==> src/rtl/ipod_pkg.sv <==
// Shared constants for the flash audio player: FSM encodings, sample/word widths and
// the default clip bounds used by the playback and keyboard/direction control logic.
package ipod_pkg;

  localparam int unsigned SAMPLE_W = 16;
  localparam int unsigned WORD_W   = 32;

  localparam logic [20:0] DEFAULT_START_ADDR = 21'h00000;
  localparam logic [20:0] DEFAULT_END_ADDR   = 21'h7FFFF;

  localparam logic [2:0] StIdle     = 3'd0;
  localparam logic [2:0] StReq      = 3'd1;
  localparam logic [2:0] StWaitData = 3'd2;
  localparam logic [2:0] StWaitT0   = 3'd3;
  localparam logic [2:0] StOut0     = 3'd4;
  localparam logic [2:0] StWaitT1   = 3'd5;
  localparam logic [2:0] StOut1     = 3'd6;
  localparam logic [2:0] StAdvance  = 3'd7;

endpackage

==> src/rtl/tick_latch.sv <==
// One-deep pending flag for sample ticks, with sticky underrun when a tick arrives
// before the previous one has been consumed.
module tick_latch (
  input  logic clk,
  input  logic rst,
  input  logic tick_i,
  input  logic play_i,
  input  logic consume_i,
  input  logic clear_i,
  output logic pending_o,
  output logic underrun_o
);

  logic pending_q, pending_d;
  logic underrun_q, underrun_d;
  logic tick_live;

  // Ticks while paused are discarded outright.
  assign tick_live = tick_i & play_i;

  always_comb begin
    pending_d  = (pending_q & ~consume_i) | tick_live;
    underrun_d = underrun_q | (tick_live & pending_q & ~consume_i);
    if (clear_i) begin
      underrun_d = 1'b0;
    end
  end

  always_ff @(posedge clk or posedge rst) begin
    if (rst) begin
      pending_q  <= 1'b0;
      underrun_q <= 1'b0;
    end else begin
      pending_q  <= pending_d;
      underrun_q <= underrun_d;
    end
  end

  assign pending_o  = pending_q;
  assign underrun_o = underrun_q;

endmodule

==> src/rtl/audio_playback_ctrl.sv <==
// Playback sequencer: fetches 32-bit words from flash, emits two 16-bit samples per
// word on sample ticks, and steps the word address forward/backward with wrap-around.
module audio_playback_ctrl
  import ipod_pkg::*;
#(
  parameter int unsigned       ADDR_W     = 21,
  parameter logic [ADDR_W-1:0] START_ADDR = ADDR_W'(DEFAULT_START_ADDR),
  parameter logic [ADDR_W-1:0] END_ADDR   = ADDR_W'(DEFAULT_END_ADDR)
) (
  input  logic                clk,
  input  logic                rst,
  input  logic                play_i,
  input  logic                dir_i,
  input  logic                restart_i,
  input  logic                sample_tick_i,
  output logic [ADDR_W-1:0]   flash_addr_o,
  output logic                flash_read_o,
  input  logic                flash_waitrequest_i,
  input  logic                flash_readdatavalid_i,
  input  logic [WORD_W-1:0]   flash_readdata_i,
  output logic [SAMPLE_W-1:0] audio_out_o,
  output logic                audio_valid_o,
  output logic                underrun_o,
  output logic [2:0]          state_dbg_o
);

  logic [2:0]          state_q, state_d;
  logic [ADDR_W-1:0]   addr_q, addr_d;
  logic [WORD_W-1:0]   word_q, word_d;
  logic                wdir_q, wdir_d;
  logic                restart_pend_q, restart_pend_d;
  logic                flash_read_q;
  logic [SAMPLE_W-1:0] audio_q, audio_d;
  logic                audio_valid_q, audio_valid_d;
  logic                tick_pending;
  logic                consume;
  logic [ADDR_W-1:0]   restart_addr;

  assign consume = ((state_q == StWaitT0) || (state_q == StWaitT1)) && play_i && tick_pending;
  assign restart_addr = dir_i ? END_ADDR : START_ADDR;

  tick_latch u_tick_latch (
    .clk        (clk),
    .rst        (rst),
    .tick_i     (sample_tick_i),
    .play_i     (play_i),
    .consume_i  (consume),
    .clear_i    (restart_i),
    .pending_o  (tick_pending),
    .underrun_o (underrun_o)
  );

  always_comb begin
    state_d        = state_q;
    addr_d         = addr_q;
    word_d         = word_q;
    wdir_d         = wdir_q;
    restart_pend_d = restart_pend_q | restart_i;
    audio_d        = audio_q;
    audio_valid_d  = 1'b0;
    case (state_q)
      StIdle: begin
        restart_pend_d = 1'b0;
        if (restart_i) begin
          addr_d = restart_addr;
        end
        if (play_i) begin
          state_d = StReq;
        end
      end
      StReq: begin
        if (!flash_waitrequest_i) begin
          state_d = StWaitData;
        end
      end
      StWaitData: begin
        if (flash_readdatavalid_i) begin
          word_d  = flash_readdata_i;
          wdir_d  = dir_i;
          state_d = StWaitT0;
        end
      end
      // Samples are loaded on the consuming edge so the registered outputs line up with OUTx.
      StWaitT0: begin
        if (consume) begin
          audio_d       = wdir_q ? word_q[31:16] : word_q[15:0];
          audio_valid_d = 1'b1;
          state_d       = StOut0;
        end
      end
      StOut0: state_d = StWaitT1;
      StWaitT1: begin
        if (consume) begin
          audio_d       = wdir_q ? word_q[15:0] : word_q[31:16];
          audio_valid_d = 1'b1;
          state_d       = StOut1;
        end
      end
      StOut1: state_d = StAdvance;
      StAdvance: begin
        restart_pend_d = 1'b0;
        if (restart_pend_q || restart_i) begin
          addr_d = restart_addr;
        end else if (!dir_i) begin
          addr_d = (addr_q == END_ADDR) ? START_ADDR : addr_q + ADDR_W'(1);
        end else begin
          addr_d = (addr_q == START_ADDR) ? END_ADDR : addr_q - ADDR_W'(1);
        end
        state_d = play_i ? StReq : StIdle;
      end
      default: state_d = StIdle;
    endcase
  end

  always_ff @(posedge clk or posedge rst) begin
    if (rst) begin
      state_q        <= StIdle;
      addr_q         <= START_ADDR;
      word_q         <= '0;
      wdir_q         <= 1'b0;
      restart_pend_q <= 1'b0;
      flash_read_q   <= 1'b0;
      audio_q        <= '0;
      audio_valid_q  <= 1'b0;
    end else begin
      state_q        <= state_d;
      addr_q         <= addr_d;
      word_q         <= word_d;
      wdir_q         <= wdir_d;
      restart_pend_q <= restart_pend_d;
      flash_read_q   <= (state_d == StReq);
      audio_q        <= audio_d;
      audio_valid_q  <= audio_valid_d;
    end
  end

  assign flash_addr_o  = addr_q;
  assign flash_read_o  = flash_read_q;
  assign audio_out_o   = audio_q;
  assign audio_valid_o = audio_valid_q;
  assign state_dbg_o   = state_q;

endmodule
==> config.mk <==
export PLATFORM = sky130hd
export DESIGN_NAME = audio_playback_ctrl
export DESIGN_NICKNAME = d
export VERILOG_FILES = /design/src/rtl/ipod_pkg.sv /design/src/rtl/tick_latch.sv /design/src/rtl/audio_playback_ctrl.sv
export SDC_FILE = /design/constraint.sdc
export NUM_CORES = 1
export LEC_CHECK = 0
export ABC_AREA = 1
export BUFFER_PORTS_ARGS = -buffer_cell sky130_fd_sc_hd__buf_2
export CAP_MARGIN = 20
export CORE_ASPECT_RATIO = 1.1
export CORE_MARGIN = 2
export CORE_UTILIZATION = 35
export DETAILED_ROUTE_END_ITERATION = 16
export PLACE_DENSITY = 0.59
export RECOVER_POWER = 50
export SKIP_LAST_GASP = 1
export SLEW_MARGIN = 40
export SYNTH_ARGS = -nofsm -noshare
export SYNTH_HDL_FRONTEND = slang
export SYNTH_SLANG_ARGS = --single-unit
==> constraint.sdc <==
create_clock -name clk -period 2.81 [get_ports clk]
set_clock_uncertainty 0.1 [all_clocks]
set_input_delay 0.281 -clock clk [delete_from_list [all_inputs] [get_ports clk]]
set_output_delay 0.281 -clock clk [all_outputs]
set_load 0.01 [all_outputs]
# Yosys cells after proc, flatten, opt, wreduce, memory -nomap -nowiden
# Cells that the tools add are included.
[totals]
ramBits = 0
register_bits = 78
output_inout_bits = 43
mem_count = 0
in_bits = 40
latch_bits = 0
rom_bits = 0
[classes]
n_lt_le_gt_ge = 0
n_div = 0
mul = 0
add_sub_neg = 2
n_bitwise = 8
shifts = 0
mux = 23
n_reduce_logical = 13
eq_ne = 12
[ops]
columns = ["cell", "count"]
rows = [
  ["21-bit two-way mux", 5],
  ["16-bit two-way mux", 4],
  ["21-bit case mux with 2 select lines", 1],
  ["16-bit case mux with 2 select lines", 1],
  ["3-bit case mux with 8 select lines", 1],
  ["21-bit by 1-bit adder with 21-bit output, second input constant", 1],
  ["21-bit by 19-bit == test with 1-bit output, second input constant", 1],
  ["21-bit zero test", 1],
  ["21-bit by 1-bit subtractor with 21-bit output, second input constant", 1],
  ["19-bit two-way mux", 1],
  ["3-bit two-way mux", 5],
  ["3-bit == test, second input constant", 4],
  ["3-bit by 1-bit == test with 1-bit output, second input constant", 2],
  ["3-bit by 2-bit == test with 1-bit output, second input constant", 2],
  ["1-bit two-way mux", 5],
  ["1-bit AND", 4],
  ["2-bit by 1-bit inequality test with 1-bit output, second input constant", 2],
  ["2-bit AND reduction", 2],
  ["2-bit nonzero test", 2],
  ["2-bit OR reduction", 2],
  ["3-bit zero test", 1],
  ["1-bit bitwise OR", 3],
  ["3-bit AND reduction", 1],
  ["1-bit logical AND", 2],
  ["3 further kinds", 4],
]

# Depth between registers and ports, before layout
# Gate-level depths: netlist of run 1.
[logic_depth]
ltp_word = 8
ltp_mapped = 11
ltp_nobuf = 11

# Modules after synthesis
# A second synthesis of run 1 with hierarchy kept.
[unflattened]
hier_cells = 641
area_unflattened_um2 = 4586.9
[modules_own_cells]
columns = ["module", "cells_per_inst", "seq_area_each_um2", "n_inst", "area_per_inst_um2"]
rows = [
  ["audio_playback_ctrl", 630, 1901.8, 1, 4494.3],
  ["tick_latch", 11, 50.0, 1, 92.6],
]

# Worst setup path after synthesis of run 1
# Ideal clock, no wire load.
[synth_path]
path_kind = "register to register"
start = "register addr_q[0], in the netlist flash_addr_o[0]"
end = "register addr_q[12], in the netlist flash_addr_o[12]"
path_slack_ps = 1017
n_path_buf = 0
t_arrival_ps = 1563
path_stages_with_launch = 12
setup_time_ps = 130
cell_sequence = "dfrtp_1 -> inv_1 -> ha_1 -> inv_1 -> nor2_1 -> nand3_1 -> nor2_1 -> nand2_1 -> o21ai_0 -> nand3_1 -> nand2_1 -> o211ai_1"
[synth_via]
elab_chain_len = 5
elab_cells_between_ends = 9
cone_classes = "add/sub (2); eq/ne (1); mux (5); reduce/logical (1)"
[synth_rtl]
columns = ["element", "line", "source"]
rows = [
  ["start: declaration", "audio_playback_ctrl.sv:28", "logic [ADDR_W-1:0] addr_q, addr_d;"],
  ["start signal: assignment", "audio_playback_ctrl.sv:127", "addr_q <= addr_d;"],
  ["21-bit by 1-bit adder with 21-bit output, or another cell as far along", "audio_playback_ctrl.sv:105", "addr_d = (addr_q == END_ADDR) ? START_ADDR : addr_q + ADDR_W'(1);"],
  ["21-bit two-way mux, on equally long branches", "audio_playback_ctrl.sv:105, audio_playback_ctrl.sv:107", ""],
  ["21-bit two-way mux (*)", "audio_playback_ctrl.sv:104", "end else if (!dir_i) begin"],
  ["21-bit two-way mux (*)", "audio_playback_ctrl.sv:102", "if (restart_pend_q || restart_i) begin"],
  ["21-bit case mux with 2 select lines (*)", "audio_playback_ctrl.sv:61", "case (state_q)"],
]
# Mark *: on every way between the ends. The rest lies on a longest branch, timed or not.
# A chain may end at the register's enable or synchronous reset.

# Worst setup path in the final report of run 1
# Ends and elaborated chain as after synthesis.

==> key figures, run 1 <==
Run status
  – Result of the run: finished clean

Power
  – Peak supply drop: 461 uV
  – Internal cell power: 3.26 mW
  – Net load switching power: around 2.5 mW
  – Static leakage power: between 2 and 3 nW
  – Proportion of power drawn by combinational gates: 40.1%
  – Clock group share of total power: 22.6%
  – Proportion of power drawn by flip-flops and latches: a little under two fifths
  – PwrDens: 1080 mW/mm^2
  – Net switching share of the total power: between 40 and 50%

Timing
  – Worst Max-Slew Pin Slew: 0.443 ns
  – RSZ-0062 raised after global routing: no
  – Finish-stage setup viols: 0
  – Slew margin rel.: 70.5%
  – Share of the clock period used by the worst path after layout: a little under 80%
  – Number of hold violations in the final report: 0
  – Aggregate negative setup slack: 0 ns
  – Maximum clock frequency: roughly 460 MHz
  – Final critical path time including I/O delays and setup: around 2.2 ns
  – Max-slew violation total from the final report: 0

Logic synthesis
  – Register bit count reported by yosys: between 70 and 80
  – Synthesized cell area: 0.00454 mm^2
  – Nets in the synthesized netlist: 661
  – Share of the yosys chip area belonging to registers: between 40 and 50%
  – Synth cell types: 36
  – Gate Count Post-Synth: 619
  – Synthesized area divided by synthesized cell count: about 7.3 um^2
  – Synthesis Warnings: 0

Place
  – Detailed placer's ending HPWL: about 9 mm
  – Routability congestion estimate: around 0.97
  – I/O Buffers: slightly above 80

Cells and area
  – Fill count: 1333
  – Highest-count cells in the layout ignoring fill and taps: 193 x nand2_1, 78 x dfrtp_1, 61 x buf_2, 56 x inv_1, 54 x nor2_1
  – Storage cell area: 0.00195 mm^2
  – Count of nets after finishing: about 730
  – Final cell utilization of the core: between 40% and 50%
  – Area added between synthesis and finish: 17.9%
  – Most common library cell in the layout ignoring fill and taps: nand2_1
  – Diode insertion count for antenna repair: 0
  – Multi-input gate area in the final layout: roughly 0.0022 mm^2
  – Proportion of layout cells with a drive suffix above 1: between 10% and 20%

Global routing
  – Wire length of the first global-routing pass: around 21 mm
  – Global routing usage summed across all routing layers: between 10% and 20%
  – Initial antenna violation count: 0
  – Via count of the first global-routing pass: ~4300
  – Grt ovf: 0
  – Pin count of the biggest net entering global routing: 79

Die
  – Site Rows: 43
  – Initial core utilization: 35.9%
  – Die area: ~0.014 mm^2
  – Boundary Pins: 83
  – Die width: between 100 and 150 um
  – Die height: between 100 and 150 um
  – Area of the core region: approximately 0.013 mm^2

Setup path
  – Critical Path Start Type: flip-flop
  – Worst Path Max Fanout: 5
  – Critical path type: reg2reg
  – Worst path arrival time: between 2 and 2.5 ns
  – Capturing element type of the critical path: flip-flop
  – CP Data Required Time: roughly 2.9 ns

Routing
  – Avg WL per Cell: 14.8 um
  – Antenna Nets Post-Route: 0
  – Starting DRT DRC Count: 376
  – DR pass1 iterations: 5
  – DRC viols: 0
  – Via count of the routed design: about 4400
  – Drt total wl: between 10 and 15 mm
  – Drt via density: slightly above 5

Clock tree
  – Total clock sinks: between 70 and 80
  – CTS root buffer: clkbuf_16
  – Latest clock arrival within the worst-skew pair: about 0.35 ns
  – Number of clock buffers inserted by TritonCTS: 9
  – Buffer count from post-CTS setup fixing: 0
  – Clock transition at path regs: approximately 0.07 ns
  – TritonCTS clock tree: built
  – H-tree level count: 3
  – Number of buffers between clock root and the deepest sink: 2
  – CTS Hold Bufs: 1
  – PostCTS Resize Cnt: 0

Flow run
  – # Max-Cap Violations: 0

Worst hold path
  – Hold crit path type: in2reg
==> synth_stat cells, drive strengths merged <==
master / number / area (um^2)
clkbuf: 9 / 35.0
nand3: 44 / 270
nor3: 5 / 25.0
a21boi: 1 / 7.51
inv: 65 / 247
or2: 2 / 12.5
clkinv: 1 / 3.75
ha: 2 / 25.0
nand4: 10 / 62.6
nand2: 199 / 762
nor2: 63 / 274
a22o: 1 / 8.76
nor4: 1 / 6.26
xor2: 13 / 114
a21oi: 26 / 130
a22oi: 8 / 70.1
a31oi: 1 / 6.26
o211ai: 8 / 60.1
o21ai: 61 / 313
dfrtp: 78 / 1950
buf: 18 / 118
xnor2: 3 / 33.8
==> stage by stage <==
stage               power (mW)  hold slack, ns  worst slack (ns)  instance area [um^2]  std cells
floorplan                 3.80           0.244             0.434                  4540        619
global placement          4.47           0.306             0.691                  5030        835
detailed placement        4.53           0.311             0.670                  5030        835
CTS                       5.86          0.0265             0.642                  5380        852
global route              6.29          0.0369             0.381                  5350        852
finish                    5.79          0.0329             0.616                  5350        852
==> cell type report <==
type,instances,share of cell area [%]
timing repair buffer,87,8.16
clock buffer,10,4.47
sequential,78,36.5
multi-input combinational,448,40.8
inverter,66,4.70
clock inverter,6,1.73
tap,157,3.67
==> metal layers <==
metal / part of all wire [%] / GRT usage [%] / up-vias
met1: 44 / 24.1 / 2069
met3: 5.5 / 3.43 / 28
met5: 0 / 0 / -
li1: - / - / 2133
met2: 47 / 31.8 / 137
met4: 3.2 / 10.5 / 0
==> cell families after synthesis <==
logic type | after synthesis | share of synthesized area, %
buf+inv | 93 | 8.88
flops | 78 | 43.0
fa+ha+maj | 2 | 0.552
simple gates | 324 | 31.1
xor+xnor | 16 | 3.26
compound gates | 106 | 13.1
==> worst paths after layout <==
path / start / endpoint / slack [ns] / cells after the start
worst max-delay path: flash_addr_o[0] / flash_addr_o[12] / 0.62 / 11
worst min-delay path: restart_i / u_tick_latch.underrun_o / 0.03 / 2
worst max register to register: flash_addr_o[0] / flash_addr_o[12] / 0.62 / 11
worst min register to register: word_q[14] / word_q[14] / 0.38 / 2
max in group asynchronous: rst / audio_out_o[12] / 1.76 / 4
min in group asynchronous: rst / audio_out_o[3] / 0.49 / 4
==> power by group through the flow <==
| stage | clock (mW) | sequential [mW] | combinational [mW] |
|---|---|---|---|
| 6_report | 1.31 | 2.16 | 2.32 |
| 5_1_grt | 1.38 | 2.23 | 2.68 |
| 4_1_cts | 1.34 | 2.15 | 2.38 |
| 3_5_place_dp | 0 | 2.16 | 2.36 |
| 3_3_place_gp | 0 | 2.15 | 2.32 |
| 2_1_floorplan | 0 | 2.06 | 1.73 |
==> critical path, stage by stage, from the launching register on <==
cell,delay (ns)
dfrtp_1,0.43
inv_1,0.12
ha_1,0.22
inv_1,0.06
nor2_1,0.15
nand3_1,0.16
nor2_1,0.32
nand2_1,0.12
o21ai_0,0.17
nand3_1,0.09
nand2_1,0.07
o211ai_1,0.07
==> sequential cells by signal (all words and copies together) (netlist names) <==
signal	cells
u_tick_latch.pending_o	1
restart_pend_q	1
u_tick_latch.underrun_o	1
flash_addr_o	21
flash_read_o	1
audio_out_o	16
state_dbg_o	3
wdir_q	1
word_q	32
audio_valid_o	1
Power figures use the tool's default switching activity.
==> run 2: changes to the inputs <==
==> constraint.sdc (replaced) <==
create_clock -name clk -period 2.3 [get_ports clk]
set_clock_uncertainty 0.1 [all_clocks]
set_input_delay 0.23 -clock clk [delete_from_list [all_inputs] [get_ports clk]]
set_output_delay 0.23 -clock clk [all_outputs]
set_load 0.01 [all_outputs]
==> key figures, run 2 (synthesis results as in run 1) <==
Run status
  – Result of the run: finished clean

Global routing
  – Grt ovf: 0
  – Via count of the first global-routing pass: ~4200
  – Initial antenna violation count: 0
  – Global routing usage summed across all routing layers: approximately a fifth
  – Pin count of the biggest net entering global routing: 57
  – Wire length of the first global-routing pass: about 21 mm

Place
  – I/O Buffers: 82
  – Routability congestion estimate: slightly above 0.9
  – Dpl cells: 840
  – Detailed placer's ending HPWL: a little under 9 mm
  – Placed instance area: between 0.005 and 0.006 mm^2
  – Post-placement setup slack: 0.216 ns

Setup path
  – Crit Reg-Reg Endpoint: flash_addr_o[14]
  – Reg2Reg Depth: 10
  – Critical path destination: flash_addr_o[14]
  – Worst path arrival time: roughly 2.2 ns
  – Worst reg2reg startpoint: flash_addr_o[1]
  – CP Data Required Time: approximately 2.4 ns
  – Critical Path Start Type: flip-flop
  – Worst Path Max Fanout: 9
  – Worst setup startpoint: flash_addr_o[1]
  – Worst setup slack for register-to-register paths: around 0.21 ns
  – Capturing element type of the critical path: flip-flop
  – Critical path type: reg2reg

Timing
  – Setup slack after layout: 0.215 ns
  – Maximum clock frequency: 480 MHz
  – Final Hold Slack: ~0.0048 ns
  – RSZ-0062 raised after global routing: yes
  – Worst Max-Slew Pin Slew: approximately 1.1 ns
  – Max-slew violation total from the final report: 0
  – Final critical path time including I/O delays and setup: approximately 2.1 ns
  – Slew margin rel.: 25.3%
  – Finish-stage setup viols: 0
  – Share of the clock period used by the worst path after layout: 90.7%
  – Number of hold violations in the final report: 0

Routing
  – Starting DRT DRC Count: between 300 and 400
  – Drt via density: 4.96
  – DR pass1 iterations: 5
  – Avg WL per Cell: roughly 14 um
  – Drt total wl: approximately 13 mm
  – DRC viols: 0
  – Antenna Nets Post-Route: 0
  – Via count of the routed design: 4346

Power
  – Clock group share of total power: 22.8%
  – Proportion of power drawn by combinational gates: between 40% and 50%
  – Proportion of power drawn by flip-flops and latches: between 30% and 40%
  – Net switching share of the total power: a little over two fifths
  – Post-route total power: 7.14 mW
  – Net load switching power: approximately 3.1 mW
  – PwrDens: between 1000 and 1500 mW/mm^2
  – Internal cell power: roughly 4 mW
  – Static leakage power: ~2.7 nW
  – Peak supply drop: between 500 and 600 uV

Cells and area
  – Most common library cell in the layout ignoring fill and taps: nand2_1
  – Proportion of layout cells with a drive suffix above 1: between 10% and 20%
  – Diode insertion count for antenna repair: 0
  – Largest reg by FF count: word_q
  – Highest-count cells in the layout ignoring fill and taps: 193 x nand2_1, 78 x dfrtp_1, 56 x inv_1, 55 x buf_2, 53 x nor2_1
  – Flip-flop count of the largest register after layout: 32
  – Area added between synthesis and finish: 23.3%
  – Final standard cell area without fillers: 0.00559 mm^2
  – Non-filler cells in the finished layout: ~880
  – Fill count: roughly 1300
  – Count of nets after finishing: ~760

Clock tree
  – TritonCTS clock tree: built
  – Number of clock buffers inserted by TritonCTS: 9
  – Buffer count from post-CTS setup fixing: 0
  – Clock transition at path regs: approximately 0.060 ns
  – Number of buffers between clock root and the deepest sink: 2
  – Total clock sinks: just under 80
  – Latest clock arrival within the worst-skew pair: roughly 0.35 ns
  – H-tree level count: 3
  – CTS root buffer: clkbuf_16

Die
  – Die area: roughly 0.014 mm^2
  – Boundary Pins: 83
  – Die height: around 120 um
  – Area of the core region: between 0.01 and 0.015 mm^2
  – Initial core utilization: a little over a third
  – Die width: ~110 um
  – Site Rows: 43

Worst hold path
  – Hold crit path type: in2reg

Flow run
  – # Max-Cap Violations: 0
==> run 2: metrics by stage <==
stage	util (%)	TNS, ns
after floorplan	-	0
after global placement	40.1	0
after detailed placement	40.1	0
after CTS	44.5	0
after global routing	44.2	-0.00558
final	44.2	0
==> run 2: how the worst min path moves through the flow <==
stage	cells past startpoint	startpoint	endpoint
3_5_place_dp	2	rst	audio_out_o[4]
6_report	3	flash_readdata_i[19]	word_q[19]
4_1_cts	3	flash_readdata_i[31]	word_q[31]
3_3_place_gp	2	rst	word_q[4]
5_1_grt	3	flash_readdata_i[31]	word_q[31]
2_1_floorplan	1	restart_i	u_tick_latch.underrun_o
==> run 2: power by group through the flow <==
| stage | Sequential (mW) | Clock [mW] | Combinational (mW) |
|---|---|---|---|
| after floorplan | 2.52 | 0 | 2.12 |
| after global placement | 2.61 | 0 | 2.88 |
| after detailed placement | 2.64 | 0 | 2.92 |
| after CTS | 2.62 | 1.67 | 2.97 |
| after global routing | 2.73 | 1.72 | 3.30 |
| final | 2.63 | 1.63 | 2.88 |
==> run 2: area by class of cell <==
| class | count | area [um^2] | share of cell area [%] |
|---|---|---|---|
| Clock buffer | 12 | 267 | 4.77 |
| Clock inverter | 4 | 77.6 | 1.39 |
| Sequential cell | 78 | 1950 | 34.9 |
| Timing Repair Buffer | 112 | 667 | 11.9 |
| Inverter | 66 | 251 | 4.50 |
| Tap cell | 157 | 196 | 3.51 |
| Multi-Input combinational cell | 448 | 2180 | 39.0 |
==> run 2: routing by layer <==
metal,vias up,GRT usage (%),part of all wire (%)
met2,140,31.1,46
met3,32,2.65,5.6
li1,2183,-,-
met1,1991,25.2,45
met4,0,9.15,3.4
met5,-,0,0
==> run 2: worst max-delay path, stage by stage (launching register included) <==
cell,delay (ns)
dfrtp_1,0.42
ha_2,0.27
nand2_1,0.06
nor2_1,0.20
nand2_2,0.16
nor2_4,0.15
nand3_2,0.15
nand3_4,0.16
inv_4,0.09
o21ai_1,0.09
nand3_1,0.10
==> run 2: repair_timing <==
action                     in CTS  in global routing
setup endpoints to repair       0                  3
resized for setup               0                  2
hold buffers                   21                  0
hold endpoints to repair       42                  0
==> run 3: changes to the inputs <==
--- a/config.mk
+++ b/config.mk
@@ -6,7 +6,7 @@
 export NUM_CORES = 1
 export LEC_CHECK = 0
 export ABC_AREA = 1
-export BUFFER_PORTS_ARGS = -buffer_cell sky130_fd_sc_hd__buf_2
+export BUFFER_PORTS_ARGS = -buffer_cell sky130_fd_sc_hd__clkbuf_2
 export CAP_MARGIN = 20
 export CORE_ASPECT_RATIO = 1.1
 export CORE_MARGIN = 2
==> key figures, run 3 (synthesis results as in run 1) <==
Power
  – Static leakage power: about 2.7 nW
  – PwrDens: between 1000 and 1500 mW/mm^2
  – Peak supply drop: 664 uV

Clock tree
  – CTS root buffer: clkbuf_16
  – Latest clock arrival within the worst-skew pair: 0.34 ns
  – Clock transition at path regs: approximately 0.060 ns
  – TritonCTS clock tree: built
  – Number of buffers between clock root and the deepest sink: 2
  – Total clock sinks: between 70 and 80
  – Buffer count from post-CTS setup fixing: 0
  – Number of clock buffers inserted by TritonCTS: 9
  – H-tree level count: 3

Timing
  – Worst Max-Slew Pin Slew: 1.09 ns
  – Max-slew violation total from the final report: 0
  – Share of the clock period used by the worst path after layout: between 90% and 100%
  – Finish-stage setup viols: 0
  – Slew margin rel.: 27.1%
  – Maximum clock frequency: ~460 MHz
  – Setup slack after layout: around 0.14 ns
  – RSZ-0062 raised after global routing: no
  – Final critical path time including I/O delays and setup: around 2.2 ns
  – Final Hold Slack: between 0.009 and 0.01 ns
  – Aggregate negative setup slack: 0 ns
  – Number of hold violations in the final report: 0

Setup path
  – CP Data Required Time: 2.43 ns
  – Crit Reg-Reg Endpoint: flash_addr_o[13]
  – Count of buffer and inverter cells on the critical path: 1
  – Worst setup slack for register-to-register paths: between 0.1 and 0.15 ns
  – Critical path depth in cells: 10
  – Slowest cell delay on critical path: between 0.4 and 0.5 ns
  – Critical Path Start Type: flip-flop
  – Capturing element type of the critical path: flip-flop
  – Worst reg2reg startpoint: flash_addr_o[1]
  – Critical path type: reg2reg
  – Cell type with the highest occurrence count on the critical path: nand2_1
  – Worst path arrival time: 2.29 ns
  – Slowest cell on the critical path: dfrtp_1
  – Worst setup startpoint: flash_addr_o[1]
  – Worst Path Max Fanout: 9
  – Reg2Reg Depth: 10
  – Critical path destination: flash_addr_o[13]
  – Family of cells with the greatest summed delay on the critical path: simple AND/OR/NAND/NOR gates
  – Cell chain of the critical path: ha_1 -> nand2_1 -> nor2_1 -> nand2_2 -> nor2_4 -> nand3_2 -> nand3_4 -> inv_4 -> a22oi_2 -> nand2_1

Place
  – Post-placement setup slack: about 0.18 ns
  – Detailed placer's ending HPWL: between 8 and 9 mm
  – I/O Buffers: 82
  – Routability congestion estimate: 0.962

Run status
  – Result of the run: finished clean

Routing
  – Drt total wl: approximately 12 mm
  – Met1 WL: 5.64 mm
  – Antenna Nets Post-Route: 0
  – Top sig layer: met4
  – Drt via density: slightly below 5
  – DR pass1 iterations: 7
  – Length of routed met2 wiring: approximately 5.7 mm
  – Avg WL per Cell: ~14 um
  – Starting DRT DRC Count: ~500
  – DRC viols: 0
  – Via count of the routed design: 4354
  – Wire length on met3: roughly 710 um

Die
  – Die height: approximately 120 um
  – Area of the core region: about 0.013 mm^2
  – Boundary Pins: 83
  – Die area: around 0.014 mm^2
  – Site Rows: between 40 and 50
  – Initial core utilization: 35.9%
  – Die width: 113 um

Global routing
  – Wire length of the first global-routing pass: just over 20 mm
  – Grt ovf: 0
  – Global routing usage summed across all routing layers: between 10% and 20%
  – Via count of the first global-routing pass: between 4000 and 5000
  – Pin count of the biggest net entering global routing: 57
  – Initial antenna violation count: 0

Cells and area
  – Largest reg by FF count: word_q
  – Proportion of layout cells with a drive suffix above 1: between 15 and 20%
  – Multi-input gate area in the final layout: around 0.0022 mm^2
  – Highest-count cells in the layout ignoring fill and taps: 193 x nand2_1, 78 x dfrtp_1, 56 x inv_1, 55 x clkbuf_2, 54 x nor2_1
  – Area added between synthesis and finish: 22.1%
  – Storage cell area: 0.00195 mm^2
  – Flip-flop count of the largest register after layout: 32
  – Fill count: 1289
  – Most common library cell in the layout ignoring fill and taps: nand2_1
  – Count of nets after finishing: between 700 and 800
  – Diode insertion count for antenna repair: 0

Flow run
  – # Max-Cap Violations: 0

Worst hold path
  – Hold crit path type: in2reg
==> run 3: layer usage <==
layer | vias up | global-route usage (%)
li1 | 2179 | -
met1 | 1983 | 24.2
met2 | 156 | 29.9
met3 | 36 | 3.53
met4 | 0 | 9.15
met5 | - | 0
==> run 3: final cells by class <==
class,count,area share [%]
clock buffers,10,4.13
clock inverters,6,1.29
inverters,66,4.54
multi-input cells,448,39.4
flip-flops and latches,78,35.2
well taps,157,3.55
repair buffers,111,11.9
==> run 3: how the worst min path moves through the flow <==
stage	cells after the start	to	startpoint	slack [ns]
2_1_floorplan	1	u_tick_latch.underrun_o	restart_i	0.19
3_3_place_gp	2	word_q[5]	rst	0.19
3_5_place_dp	2	audio_out_o[5]	rst	0.19
4_1_cts	3	word_q[19]	flash_readdata_i[19]	0.004
5_1_grt	3	word_q[9]	flash_readdata_i[9]	0.02
6_report	3	word_q[19]	flash_readdata_i[19]	0.009
==> run 3: tightest hold or removal path, stage by stage <==
cell and delay (ns):
clkbuf_2 0.08, nand2_1 0.04, o21ai_0 0.06
==> run 3: where the power goes <==
part | switching, mW | internal [mW]
clock | 0.600 | 0.849
combinational | 1.85 | 1.04
sequential | 0.644 | 1.98
total | 3.10 | 3.87
==> run 3: metrics by stage <==
step	cells	total power, mW	area, um^2	util, %
finish	876	6.97	5540	43.8
global route	876	7.57	5540	43.8
detailed placement	840	5.55	5070	40.1
floorplan	619	4.64	4540	-
global placement	840	5.50	5070	40.1
CTS	876	7.06	5570	44.1
==> run 3: what timing repair did <==
action | CTS | global route
endpoints found under the hold margin | 41 | 0
gates resized for setup | 0 | 0
hold buffers | 20 | 0
